[src/rtl/mux_sel_scanner.sv]
// mux_sel_scanner: round-robin select sequencer for the 4:1 x 4-bit channel mux.
// Walks the channels enabled in ch_mask. Each channel is held for DWELL cycles
// before the scanner moves on. The block drives the mux selects {s1,s0} and
// emits ch_done / scan_wrap strobes.
// Optional build macro SCAN_CAPTURE_EN adds a capture port. On every completed
// dwell it latches the mux output together with the channel it came from.
module mux_sel_scanner #(
  parameter int DWELL   = 8,
  parameter int DWELL_W = 8
) (
  input  logic       clk,
  input  logic       rst_n,
  input  logic       en,
  input  logic       hold,
  input  logic [3:0] ch_mask,
`ifdef SCAN_CAPTURE_EN
  input  logic [3:0] mux_e,
  output logic [3:0] cap_data,
  output logic [1:0] cap_ch,
  output logic       cap_valid,
`endif
  output logic       s0,
  output logic       s1,
  output logic       sel_valid,
  output logic       ch_done,
  output logic       scan_wrap
);

  typedef enum logic {IDLE, RUN} state_t;

  localparam logic [DWELL_W-1:0] LAST = DWELL_W'(DWELL - 1);

  state_t             state;
  logic [1:0]         cur_ch;
  logic [DWELL_W-1:0] cnt;

  logic [1:0] first_ch;
  logic [1:0] next_ch;
  logic       wraps;
  logic       any_on;
  logic       cur_on;
  logic       go_idle;
  logic       do_abort;
  logic       do_adv;

  // Lowest enabled channel: the starting point of a fresh scan.
  function automatic logic [1:0] lowest_ch(input logic [3:0] mask);
    logic [1:0] res;
    logic       found;
    res   = 2'd0;
    found = 1'b0;
    for (int k = 0; k < 4; k++) begin
      if (!found && mask[k]) begin
        res   = 2'(k);
        found = 1'b1;
      end
    end
    return res;
  endfunction

  // First enabled channel after cur, searched cyclically.
  // The search falls back to cur itself when cur is the only channel enabled.
  function automatic logic [1:0] cyclic_next(input logic [1:0] cur, input logic [3:0] mask);
    logic [1:0] res;
    logic [1:0] idx;
    logic       found;
    res   = cur;
    found = 1'b0;
    for (int k = 1; k <= 4; k++) begin
      idx = cur + 2'(k);
      if (!found && mask[idx]) begin
        res   = idx;
        found = 1'b1;
      end
    end
    return res;
  endfunction

  assign any_on   = |ch_mask;
  assign cur_on   = ch_mask[cur_ch];
  assign first_ch = lowest_ch(ch_mask);
  assign next_ch  = cyclic_next(cur_ch, ch_mask);
  assign wraps    = (next_ch <= cur_ch);

  // Decisions taken in RUN, in priority order: stop, abort, hold, advance, count.
  assign go_idle  = (state == RUN) && (!en || !any_on);
  assign do_abort = (state == RUN) && !go_idle && !cur_on;
  assign do_adv   = (state == RUN) && !go_idle && cur_on && !hold && (cnt == LAST);

  // Scan FSM: channel pointer, dwell counter and registered strobes.
  always_ff @(posedge clk or negedge rst_n) begin
    if (!rst_n) begin
      state     <= IDLE;
      cur_ch    <= 2'd0;
      cnt       <= '0;
      sel_valid <= 1'b0;
      ch_done   <= 1'b0;
      scan_wrap <= 1'b0;
    end else begin
      ch_done   <= 1'b0;
      scan_wrap <= 1'b0;
      case (state)
        IDLE: begin
          if (en && any_on) begin
            state     <= RUN;
            cur_ch    <= first_ch;
            cnt       <= '0;
            sel_valid <= 1'b1;
          end
        end
        RUN: begin
          if (go_idle) begin
            // The selects keep pointing at the last channel while idle.
            state     <= IDLE;
            sel_valid <= 1'b0;
            cnt       <= '0;
          end else if (do_abort) begin
            cur_ch    <= next_ch;
            cnt       <= '0;
            scan_wrap <= wraps;
          end else if (hold) begin
            cnt <= cnt;
          end else if (do_adv) begin
            cur_ch    <= next_ch;
            cnt       <= '0;
            ch_done   <= 1'b1;
            scan_wrap <= wraps;
          end else begin
            cnt <= cnt + 1'b1;
          end
        end
        default: state <= IDLE;
      endcase
    end
  end

  assign s0 = cur_ch[0];
  assign s1 = cur_ch[1];

`ifdef SCAN_CAPTURE_EN
  // Capture the settled mux output of the outgoing channel on each completed dwell.
  always_ff @(posedge clk or negedge rst_n) begin
    if (!rst_n) begin
      cap_data  <= 4'd0;
      cap_ch    <= 2'd0;
      cap_valid <= 1'b0;
    end else begin
      cap_valid <= do_adv;
      if (do_adv) begin
        cap_data <= mux_e;
        cap_ch   <= cur_ch;
      end
    end
  end
`endif

endmodule

[config.mk]
export PLATFORM = sky130hd
export DESIGN_NAME = mux_sel_scanner
export DESIGN_NICKNAME = d
export VERILOG_FILES = /design/src/rtl/mux_sel_scanner.sv
export SDC_FILE = /design/constraint.sdc
export NUM_CORES = 1
export LEC_CHECK = 0
export BUFFER_PORTS_ARGS = -buffer_cell sky130_fd_sc_hd__buf_2
export CAP_MARGIN = 10
export CORE_MARGIN = 2
export CORE_UTILIZATION = 51
export CTS_CLUSTER_DIAMETER = 80
export DETAILED_ROUTE_END_ITERATION = 10
export GPL_TIMING_DRIVEN = 0
export PLACE_DENSITY = 0.72
export SYNTH_ARGS = -nofsm -noshare
export SYNTH_HDL_FRONTEND = slang
export SYNTH_SLANG_ARGS = --single-unit
[constraint.sdc]
create_clock -name clk -period 1.9 [get_ports clk]
set_clock_uncertainty 0.2 [all_clocks]
set_input_delay 0.19 -clock clk [delete_from_list [all_inputs] [get_ports clk]]
set_output_delay 0.19 -clock clk [all_outputs]
set_load 0.03 [all_outputs]
**Yosys cells after proc, flatten, opt, wreduce, memory -nomap -nowiden**

Cells that the tools add are included.

- $add $sub $neg: 4
- $mul: 0
- Divide/modulo/power cells: 0
- $lt $le $gt $ge: 5
- Equal/unequal tests: 7
- Shift-type cells: 0
- Multiplexer cells: 49
- Bitwise operators: 1
- Reduce and logical (&&, ||, !) cells: 29

Operator list:

| operator | number |
|---|---|
| $mux 8 | 5 |
| $mux 1 | 25 |
| $mux 2 | 11 |
| $pmux 8 s2 | 1 |
| $logic_and 1x1->1 | 13 |
| $lt 2x3->1 const B | 4 |
| $logic_not 1->1 | 11 |
| $add 8x1->8 const B | 1 |
| $bmux 1 s2 | 4 |
| $eq 8x3->1 const B | 1 |
| $add 2x2->2 const B | 2 |
| $ne 2x2->1 const B | 2 |
| $ne 4x2->1 const B | 1 |
| $pmux 1 s2 | 2 |
| $pmux 2 s2 | 1 |
| $reduce_and 2->1 | 2 |
| $reduce_and 4->1 | 1 |
| $reduce_or 4->1 | 1 |
| $ne 3x1->1 const B | 1 |
| $ne 3x2->1 const B | 1 |
| $add 2x1->2 const B | 1 |
| $le 2x2->1 | 1 |
| $ne 2x1->1 const B | 1 |
| $logic_or 1x1->1 | 1 |
| $not 1->1 | 1 |

- Register bits after elaboration: 14
- Bits in latches: 0
- Memory bits (writable): 0
- ROM bits: 0
- Bits of input ports: 8
- Output and inout port bits: 5
- Memories: 0

**Logic depth before layout (Yosys ltp)**

Gate-level depths: netlist of run 1.

- Word-level depth: 19
- Depth in mapped cells: 8
- Gate-level depth less buffers: 7

**Worst setup path after synthesis of run 1**

Ideal clock, no wire load.

- Kind: input to register
- Start point: input ch_mask[0]
- End point: register cur_ch[0]
- Data arrival time: 2.190 ns
- Data required time: 1.575 ns
- Slack: -0.616 ns
- Cell stages on the path: 8
- Cells stage by stage: clkbuf_2 o41ai_1 inv_1 ha_1 and2_1 a221oi_1 o32a_4 mux2_4

- Cells in the longest elaborated chain, start to end: 17
- Elaborated cells on any way between the ends: 56
- Those cells by class: eq/ne: 4; mux: 27; reduce/logical: 25

Ends and longest elaborated chain:

| item | line | text |
|---|---|---|
| from (decl) | 15 | `input logic [3:0] ch_mask,` |
| $bmux 1 s2 | 71 | `if (!found && mask[idx]) begin` |
| $mux 1 (implied by the code) | 71 |  |
| $mux 1 | 71 |  |
| $logic_not 1->1 | 71 |  |
| $logic_and 1x1->1 | 71 |  |
| $mux 1 | 71 |  |
| $logic_not 1->1 | 71 |  |
| $logic_and 1x1->1 | 71 |  |
| $mux 1 | 71 |  |
| $logic_not 1->1 | 71 |  |
| $logic_and 1x1->1 | 71 |  |
| $mux 2 | 71 |  |
| $mux 2 | 123 | `end else if (do_adv) begin` |
| $mux 2 | 121 | `end else if (hold) begin` |
| $mux 2 | 117 | `end else if (do_abort) begin` |
| $mux 2 | 112 | `if (go_idle) begin` |
| $pmux 2 s2 | 102 | `case (state)` |
| to (signal assigned) | 106 | `cur_ch <= first_ch;` |
| to (signal assigned) | 118 | `cur_ch <= next_ch;` |
| to (signal assigned) | 124 | `cur_ch <= next_ch;` |
| to (decl) | 34 | `logic [1:0] cur_ch;` |

Several ways; a longest one is shown, not always the timed one. The select of a mux whose other input is x is not followed.
A chain may end at the register's enable or synchronous reset.

**Worst setup path in the final report of run 1**

- Start point: register cur_ch[1]
- End point: register cur_ch[0]

- Cells in the longest elaborated chain, start to end: 18
- Elaborated cells on any way between the ends: 37
- Those cells by class: add/sub: 3; eq/ne: 2; mux: 20; reduce/logical: 12

Ends and longest elaborated chain:

| item | line | text |
|---|---|---|
| $add 2x1->2 | 70 | `idx = cur + 2'(k);` |
| $bmux 1 s2 | 71 |  |
| $mux 1 (implied by the code) | 71 |  |
| $mux 1 | 71 |  |
| $logic_not 1->1 | 71 |  |
| $logic_and 1x1->1 | 71 |  |
| $mux 1 | 71 |  |
| $logic_not 1->1 | 71 |  |
| [2 not listed] | - |  |
| $logic_not 1->1 | 71 |  |
| $logic_and 1x1->1 | 71 |  |
| $mux 2 | 71 |  |
| $mux 2 | 123 |  |
| $mux 2 | 121 |  |
| $mux 2 | 117 |  |
| $mux 2 | 112 |  |
| $pmux 2 s2 | 102 |  |

Several ways; a longest one is shown, not always the timed one. The select of a mux whose other input is x is not followed.

==> results_dict.tcl, run 1 <==
set metrics [dict create \
    die_width_um 50.57 \
    reg2reg_from "cur_ch[1]" \
    core_mm2 0.002002 \
    syn_area_per_cell_um2 10.43 \
    drive_gt1_frac 0.5241 \
    clk_latency_ps 290 \
    status "finished, violations left" \
    slowest_delay_ps 550 \
    maxCapViolations 0 \
    groute.usage.overall 0.2636 \
    final_util 0.8194 \
    pin_count 13 \
    seq_area_frac_synth 0.3167 \
    p_switching_uw 688.0 \
    placed_cells 144 \
    grt-ovfl-total 0 \
    relSlewSlack 0.7460 \
    worstSetupStartpointType "register" \
    syn_nets 121 \
    ys_top_cells_by_count "dfrtp_1, inv_1, ha_1" \
    power.density_mw_per_mm2 1024 \
    grt_start_max_net_pins 15 \
    p_sw_frac 0.4094 \
    synthAdderAreaFrac 0.07919 \
    synth.area.mux_share 0.09615 \
    place_hpwl_um 1675 \
    grt_pass1_vias 1038 \
    critical_path_class "reg -> reg" \
    num_rows 16 \
    postRouteAntennaNets 0 \
    finalSetupViolCount 11 \
    cts_tree "yes" \
    synth_most_common_cell "dfrtp_1" \
    hold_viol 0 \
    cts_inserted_buffers 3 \
    synthXorXnorAreaFrac 0 \
    yosysTopAreaCellShare 0.3167 \
    via_count 1051 \
    synth_largest_area_cell "dfrtp_1" \
    first_pass_iters 4 \
    ys_warn_count 0 \
    synth_cells 106 \
    leakage_uw 0.0006779 \
    fin_hold_ws_ps 129.6 \
    peakVddDrop_mv 1.004 \
    netlist_area_mm2 0.001106 \
    crit_arrival_ps 2020 \
    placed_area_mm2 0.001249 \
    setup_slack_ps -145.3 \
    synth_top_family_by_area "compound AO/OA/AOI/OAI gates" \
    drv_slew 0 \
    tightest_slew_ps 377.6 \
    syn2layout_area_growth_pct 48.30 \
    wirelength_um 3177 \
    vias_per_cell 6.110 \
    grt_pass1_wl_um 4981 \
    antenna_found_initial 0 \
    r2r_cells 5 \
    post_drt_wl_per_cell_um 18.47 \
    seq_power_share 0.245 \
    hold_end "cnt[0]" \
    rsz0062_at_grt "yes" \
    synthSimpleGateAreaFrac 0.2240 \
    drtIter0Drc 38 \
    antenna_cells 0 \
    async_flop_share 1.000 \
    die_y_um 50.57 \
    cp-end-kind "register" \
    ys_ff_latch 14 \
    critPathRequiredTime_ps 1880 \
    reg2reg_to "cur_ch[0]" \
    violations "setup timing" \
    nets 161 \
    synth_flop_cell "dfrtp_1" \
    globalplace.congestion 0.7703 \
    cts_sinks 14 \
    p_total_uw 1680 \
    port_buffers 11 \
    cts.clk_slew.worst_paths_ps 90 \
    postLayoutCellArea_mm2 0.001640 \
    hold_class "in -> reg" \
    power_frac_comb 0.625 \
    path_cells "buf_8, mux4_2, nand4_4, o32a_4, mux2_4" \
    die-area_mm2 0.002557 \
    crit_fanout 8 \
    max_freq_ghz 0.4889 \
    min_period_ps 2045 \
    route.detailed.drc 0 \
    regToRegSetupSlack_ps -150 \
    cts-root-buf "clkbuf_4" \
    clkPwrFrac 0.130 \
    h-tree-depth 1 \
    synth_cell_types 47 \
    whs_path_depth 3 \
    final_cell_count_no_fill 172 \
    intPower_uw 992.4 \
    synth_compound_area_frac 0.2353 \
    synth_area_leaders "dfrtp_1, ha_1, a311oi_1, inv_1, nand2b_1" \
    cp_slowest_cell "mux4_2" \
    min_period_over_period 1.076 \
    start_util 0.5525 \
    cts.path.max_buffers 2 \
    synth-edff-count 0 \
    hp-start "hold" \
]
-- power groups by stage --
| stage | logic, uW | registers [uW] | clock network, uW |
|---|---|---|---|
| 3_3_place_gp | 612 | 403 | 0 |
| 4_1_cts | 862 | 407 | 221 |
| 5_1_grt | 1120 | 418 | 239 |
| 3_5_place_dp | 622 | 407 | 0 |
| 6_report | 1050 | 412 | 219 |
| 2_1_floorplan | 439 | 457 | 0 |
-- kinds of logic after synthesis --
family	Yosys count
mux	8
flops	14
compound gates	31
fa+ha+maj	7
simple gates	34
buf+inv	12
-- layout make-up --
cell class / count / area, um2
multi-input cells: 80 / 875.8
fillers: 112 / 361.6
flip-flops and latches: 14 / 354.1
repair buffers: 35 / 261.5
plain buffers: 3 / 45.04
clock buffers: 4 / 36.28
inverters: 9 / 33.78
well taps: 27 / 33.78
-- metal layers --
metal | global-route usage | share of wire | vias up
met3 | 0.06845 | 0.046 | 9
li1 | - | - | 490
met1 | 0.3245 | 0.44 | 518
met5 | 0 | 0 | -
met2 | 0.4342 | 0.50 | 34
met4 | 0.1126 | 0.016 | 0
-- worst max-delay path, delay by kind of cell, from the launching register on --
kind | cells | cell delay, ps
simple gates | 1 | 150
compound gates | 1 | 200
flops | 1 | 390
mux | 2 | 840
buf+inv | 1 | 150
-- metrics by stage --
step                setup TNS [ps]  worst slack (ps)
floorplan                    -1564            -260.3
CTS                         -689.8            -123.8
global route                 -1544            -176.3
global placement             -5305            -646.8
finish                       -1027            -145.3
detailed placement           -5608            -682.2
-- worst max-delay path by stage --
stage	depth (start not counted)	to	slack, ps	from
2_1_floorplan	8	cnt[2]	-260	ch_mask[0]
3_3_place_gp	8	cnt[2]	-650	ch_mask[1]
3_5_place_dp	8	cnt[2]	-680	ch_mask[1]
4_1_cts	8	cnt[2]	-120	ch_mask[0]
5_1_grt	5	cur_ch[0]	-180	cur_ch[1]
6_report	5	cur_ch[0]	-150	cur_ch[1]
-- sequential cells by signal (all words and copies together) (netlist names) --
name,cells
cur_ch,2
cnt,8
scan_wrap,1
ch_done,1
sel_valid,1
state,1
-- repair_timing --
action | 4_1_cts | 5_1_grt
gates resized for setup | 19 | 13
hold buffers | 1 | 0
buffers inserted | 18 | 6
endpoints found under the setup margin | 11 | 11
pin swaps | 11 | 10
hold endpoints to repair | 14 | 0
-- placed cells by master (no fill, tap or decap), drive strengths merged, types with 2 or more instances in the layout --
master	n
nand3	3
dfrtp	14
o22ai	4
ha	7
nor2	3
mux2i	5
clkbuf	6
and2	2
mux2	2
a21oi	3
nand2b	5
nor3	2
inv	9
nand2	2
a221oi	4
o21ai	7
nand3b	3
buf	35
a311oi	4
nand4	3
or3	2
Power figures use the tool's default switching activity.
==> run 2, diff against run 1 <==
--- a/config.mk
+++ b/config.mk
@@ -5,14 +5,15 @@
 export SDC_FILE = /design/constraint.sdc
 export NUM_CORES = 1
 export LEC_CHECK = 0
+export ABC_AREA = 1
 export BUFFER_PORTS_ARGS = -buffer_cell sky130_fd_sc_hd__buf_2
 export CAP_MARGIN = 10
 export CORE_MARGIN = 2
-export CORE_UTILIZATION = 51
+export CORE_UTILIZATION = 52
 export CTS_CLUSTER_DIAMETER = 80
 export DETAILED_ROUTE_END_ITERATION = 10
 export GPL_TIMING_DRIVEN = 0
-export PLACE_DENSITY = 0.72
+export PLACE_DENSITY = 0.73
 export SYNTH_ARGS = -nofsm -noshare
 export SYNTH_HDL_FRONTEND = slang
 export SYNTH_SLANG_ARGS = --single-unit
==> run 2 against run 1 <==
Net effect:
- the run still ends with setup timing left
- clock-buffer cell count stayed put
- total power is 71% higher
- final cell count grew 33%
- sequential share of layout area down 0.88 points
- critical path depth is 9 higher
- sequential cell count is the same
- non-clock buffer count is 9 lower
- sequential power increased by 3%
- clock power is essentially flat
- die area rose by 10%
- via count grew 27%
- combinational power rose by 110%
- critical endpoint is now scan_wrap
==> results_dict.tcl, run 2 <==
set metrics [dict create \
    h-tree-depth 1 \
    largest_reg_flops 8 \
    critPathTopFamily "simple AND/OR/NAND/NOR gates" \
    die_y_um 53.13 \
    synth_cells 172 \
    maxCapViolations 0 \
    synth_cell_types 30 \
    slowest_delay_ps 490 \
    async_flop_share 1.000 \
    die_width_um 53.13 \
    cts_sinks 14 \
    pin_count 13 \
    cts_tree "yes" \
    syn_nets 187 \
    relSlewSlack 0.7703 \
    power_frac_comb 0.775 \
    min_period_ps 2355 \
    grt-ovfl-total 0 \
    wirelength_um 3736 \
    critical_path_class "reg -> reg" \
    min_period_over_period 1.240 \
    grt_pass1_vias 1208 \
    r2r_cells 14 \
    nets 217 \
    reg2reg_to "scan_wrap" \
    start_util 0.5566 \
    crit_fanout 5 \
    final_cell_mix "nand2_1, nand2_2, nor2_1" \
    cp_slowest_cell "dfrtp_2" \
    cts.clk_slew.worst_paths_ps 90 \
    postRouteAntennaNets 0 \
    cts_inserted_buffers 3 \
    leakage_uw 0.0008369 \
    critPathRequiredTime_ps 1870 \
    pre_cts_ws_ps -344.7 \
    hold_viol 0 \
    yosysTopAreaCellShare 0.2792 \
    synth_largest_area_cell "dfrtp_1" \
    hold_class "in -> reg" \
    place_hpwl_um 2093 \
    port_buffers 12 \
    globalplace.congestion 0.9409 \
    peakVddDrop_mv 1.630 \
    core_mm2 0.002255 \
    grt_start_max_net_pins 15 \
    route.detailed.drc 0 \
    die-area_mm2 0.002822 \
    grt_pass1_wl_um 5423 \
    num_rows 17 \
    whs_path_depth 4 \
    reg_top3 "cnt: 8 flops, cur_ch: 2 flops" \
    critPathBufInv 4 \
    path_cells "buf_6, nand2_4, nand2_4, nand2_2, nand2_4, inv_2, nand2_1, nand3_2, nand2_2, inv_2, ha_4, inv_2, o21bai_1, a211oi_2" \
    seq_power_share 0.148 \
    netlist_area_mm2 0.001255 \
    reg2reg_from "cur_ch[0]" \
    synth_most_common_cell "nand2_1" \
    drive_gt1_frac 0.4776 \
    syn2layout_area_growth_pct 35.79 \
    syn_area_per_cell_um2 7.296 \
    fillers 152 \
    synth_area_leaders "dfrtp_1, nand2_1, ha_1, nand3_1, inv_1" \
    post_drt_wl_per_cell_um 16.31 \
    seq_area_frac_synth 0.2792 \
    cts-root-buf "clkbuf_4" \
    power.density_mw_per_mm2 1682 \
    synth_flop_cell "dfrtp_1" \
    tightest_slew_ps 344.5 \
    ys_warn_count 0 \
    regToRegSetupSlack_ps -460 \
    groute.usage.overall 0.2677 \
    drv_slew 0 \
    regMostFlops "cnt" \
    hold_end "ch_done" \
    vias_per_cell 5.812 \
    via_count 1331 \
    crit_arrival_ps 2320 \
    clkPwrFrac 0.077 \
    finalSetupViolCount 2 \
    setup_slack_ps -455.4 \
    first_pass_iters 7 \
    cts.path.max_buffers 2 \
    rsz0062_at_grt "yes" \
    drtIter0Drc 61 \
    intPower_uw 1407 \
    p_switching_uw 1459 \
    p_sw_frac 0.5091 \
    max_freq_ghz 0.4246 \
    clk_latency_ps 290 \
    ys_ff_latch 14 \
    cp-end-kind "register" \
    worstSetupStartpointType "register" \
    antenna_found_initial 0 \
    layout_commonest_cell "nand2_1" \
    ys_top_cells_by_count "nand2_1, inv_1, nor2_1" \
    antenna_cells 0 \
    synth-edff-count 0 \
    hp-start "hold" \
    violations "setup timing" \
    final_util 0.7558 \
    status "finished, violations left" \
]
[run 2: cells by family after synthesis]
logic type,after synthesis,synth area share
and+or+nand+nor,97,0.3918
AOI/OAI and AO/OA,25,0.1286
buffers and inverters,25,0.1027
DFF,14,0.2792
adders and majority gates,7,0.06979
xor gates and xnor gates,4,0.02792
[run 2: per-layer routing]
layer	vias up	global-route usage	routed length (um)
met5	-	0	0
met4	0	0.1111	140
met3	16	0.06497	245
met2	64	0.4479	1787
met1	633	0.3257	1562
li1	618	-	-
[run 2: worst max path at each step]
| stage | depth (start not counted) | startpoint | to | slack, ps |
|---|---|---|---|---|
| 2_1_floorplan | 15 | cur_ch[0] | scan_wrap | -220 |
| 3_3_place_gp | 14 | ch_mask[2] | cur_ch[1] | -290 |
| 3_5_place_dp | 14 | ch_mask[2] | cur_ch[1] | -340 |
| 4_1_cts | 13 | cur_ch[0] | scan_wrap | -200 |
| 5_1_grt | 14 | cur_ch[0] | scan_wrap | -510 |
| 6_report | 14 | cur_ch[0] | scan_wrap | -460 |
[run 2: final cells by class]
type / count / area, um2 / share of cell area
plain buffers: 2 / 20.02 / 0.01175
clock buffers: 4 / 36.28 / 0.02129
inverters: 21 / 93.84 / 0.05507
multi-input cells: 133 / 968.4 / 0.5683
flip-flops and latches: 14 / 352.8 / 0.2070
well taps: 28 / 35.03 / 0.02056
repair buffers: 27 / 197.7 / 0.1160
[run 2: per-stage QoR]
step / TNS (ps) / instances / power (uW) / cell area, um2 / hold slack, ps
finish: -762.1 / 229 / 2867 / 1704 / 45.70
global route: -982.6 / 229 / 2996 / 1704 / 66.10
CTS: -319.7 / 228 / 2377 / 1595 / 32.87
detailed placement: -3048 / 212 / 1564 / 1355 / -89.98
global placement: -2163 / 212 / 1490 / 1355 / -94.44
floorplan: -219.3 / 172 / 1322 / 1260 / -305.6
[run 2: power by group through the flow]
stage               clock network, uW  logic (uW)  registers [uW]
detailed placement                  0        1170             393
CTS                               224        1730             421
global route                      229        2340             432
floorplan                           0         873             449
global placement                    0        1100             388
finish                            220        2220             426
[run 2: what timing repair did]
item / CTS / global route
hold endpoints to repair: 14 / 0
hold buffers: 1 / 0
resized for setup: 34 / 20
cloned: 0 / 0
buffers inserted: 16 / 1
setup endpoints to repair: 3 / 4
pin swaps: 14 / 8
[run 2: tightest hold or removal path, cell delays in order]
cell,delay [ps]
buf_2,90
nor2_1,40
nand4_1,130
nor2_1,50
==> run 3, diff against run 2 <==
--- a/config.mk
+++ b/config.mk
@@ -13,7 +13,7 @@
 export CTS_CLUSTER_DIAMETER = 80
 export DETAILED_ROUTE_END_ITERATION = 10
 export GPL_TIMING_DRIVEN = 0
-export PLACE_DENSITY = 0.73
+export PLACE_DENSITY = 0.86
 export SYNTH_ARGS = -nofsm -noshare
 export SYNTH_HDL_FRONTEND = slang
 export SYNTH_SLANG_ARGS = --single-unit
==> run 3 against run 2 <==
Net effect:
- the flow still finishes with violations (setup timing)
- design area increased by 3.9%
- highest routed layer unchanged
- core utilization increased by 2.9 points
- global-route usage increased by 0.78 points
- total power increased by 5.2%
- via count increased by 2.6%
- register-to-register slack improved by 60 ps
- maximum frequency increased by 2.7%
- sequential share of layout area decreased by 0.78 points
- largest cell class unchanged
- sequential cell count unchanged
==> results_dict.tcl, run 3 (synthesis results as in run 2) <==
set metrics [dict create \
    seq_power_share 0.129 \
    cts_sinks 14 \
    largest_reg_flops 8 \
    multiInputGateArea_um2 992.2 \
    tightest_slew_ps 352.9 \
    pin_count 13 \
    cts.path.max_buffers 2 \
    hp-start "hold" \
    worstSetupStartpointType "register" \
    regMostFlops "cnt" \
    grtUsageMet3 0.03672 \
    drv_slew 0 \
    rsz0062_at_grt "yes" \
    hold_viol 0 \
    placed_cells 212 \
    grt_pass1_vias 1260 \
    hold_end "ch_done" \
    antenna_cells 0 \
    final_cell_count_no_fill 231 \
    reg2reg_from "cur_ch[0]" \
    die_y_um 53.13 \
    peakVddDrop_mv 1.344 \
    finalSetupViolCount 2 \
    route.detailed.drc 0 \
    status "finished, violations left" \
    drtIter0Drc 58 \
    start_util 0.5566 \
    cp-startpoint "cur_ch[0]" \
    grt_start_max_net_pins 15 \
    p_total_uw 3017 \
    use_met1 0.3422 \
    layout_commonest_cell "nand2_1" \
    setup_slack_ps -393.9 \
    seq_area_um2 352.8 \
    via_count 1366 \
    grt-ovfl-total 0 \
    cp-end-kind "register" \
    groute.usage.overall 0.2755 \
    first_pass_iters 4 \
    leakage_uw 0.0008823 \
    die_width_um 53.13 \
    postRouteAntennaNets 0 \
    maxCapViolations 0 \
    r2r_cells 14 \
    regToRegSetupSlack_ps -390 \
    clkPwrFrac 0.077 \
    cts_tree "yes" \
    drive_gt1_frac 0.4975 \
    crit_arrival_ps 2300 \
    final_util 0.7852 \
    syn2layout_area_growth_pct 41.08 \
    globalplace.congestion 0.9202 \
    die-area_mm2 0.002822 \
    reg_top3 "cnt: 8 flops, cur_ch: 2 flops" \
    crit_fanout 7 \
    critPathRequiredTime_ps 1910 \
    grt_pass1_wl_um 5568 \
    clk_latency_ps 300 \
    final_cell_mix "nand2_1, nand2_4, inv_1, nor2_1, nand2_2" \
    place_hpwl_um 2037 \
    cts.clk_slew.worst_paths_ps 110 \
    wirelength_um 4105 \
    power_frac_comb 0.794 \
    min_period_over_period 1.207 \
    vias_per_cell 5.913 \
    p_switching_uw 1542 \
    met2_usage 0.4729 \
    p_sw_frac 0.5110 \
    violations "setup timing" \
    min_period_ps 2294 \
    antenna_found_initial 0 \
    post_drt_wl_per_cell_um 17.77 \
    max_freq_ghz 0.4359 \
    nets 219 \
    fillers 137 \
    power.density_mw_per_mm2 1704 \
    core_mm2 0.002255 \
    reg2reg_to "scan_wrap" \
    h-tree-depth 1 \
    intPower_uw 1475 \
    cts-root-buf "clkbuf_4" \
    num_rows 17 \
    critical_path_class "reg -> reg" \
    cts_inserted_buffers 3 \
    grt-busiest-layer "met2" \
    whs_path_depth 4 \
    hold_class "in -> reg" \
    relSlewSlack 0.7639 \
    port_buffers 12 \
]
[run 3: changes by cell type in the layout (fill, tap and decap cells not counted), sizes merged]
cell / previous run / this run
buf: 28 / 30
[run 3: routing by layer]
metal / wire (um) / up-vias
li1: - / 618
met1: 1653 / 646
met2: 1967 / 74
met3: 274 / 28
met4: 209 / 0
met5: 0 / -
[run 3: layout make-up]
type,count,area share
multi-input cells,133,0.5604
flip-flops and latches,14,0.1993
repair buffers,28,0.1230
inverters,21,0.05936
clock buffers,4,0.02049
well taps,28,0.01979
plain buffers,3,0.01767
[run 3: worst max-delay path by stage]
stage                      endpoint  cells past startpoint  slack, ps
after floorplan           scan_wrap                     15       -220
after global placement    cur_ch[1]                     14       -290
after detailed placement  scan_wrap                     15       -340
after CTS                 cur_ch[1]                     17       -260
after global routing      scan_wrap                     14       -490
final                     scan_wrap                     14       -390
[run 3: critical path, cell delays in order, from the launching register on]
cell      delay, ps
dfrtp_2         450
buf_12          160
inv_16           90
nand2_4          50
nand2_4         100
nand2_4          70
nand2_4         100
inv_4            60
nor2_2          160
o21ai_2          80
nand2_1          80
inv_1            50
ha_1            280
nand2_1          80
a211oi_2        170
[run 3: timing repair]
action,in CTS,in global routing
setup buffers,14,2
endpoints found under the setup margin,1,11
pin swaps,12,14
resized for setup,29,37
hold buffers,1,0
endpoints found under the hold margin,14,0
[run 3: power groups by stage]
stage          clock network (uW)  registers, uW  logic [uW]
6_report                      233            388        2400
5_1_grt                       246            394        2520
4_1_cts                       228            386        1790
3_5_place_dp                    0            392        1160
3_3_place_gp                    0            387        1090
2_1_floorplan                   0            449         873
[run 3: stage by stage]
| stage | TNS (ps) | hold slack (ps) | setup WS [ps] | instance area (um2) |
|---|---|---|---|---|
| 6_report | -628.6 | 44.15 | -393.9 | 1770 |
| 4_1_cts | -500.4 | 29.88 | -257.8 | 1609 |
| 3_3_place_gp | -2212 | -97.30 | -287.7 | 1355 |
| 5_1_grt | -860.5 | 66.48 | -487.7 | 1770 |
| 3_5_place_dp | -2523 | -91.58 | -340.6 | 1355 |
| 2_1_floorplan | -219.3 | -305.6 | -219.3 | 1260 |
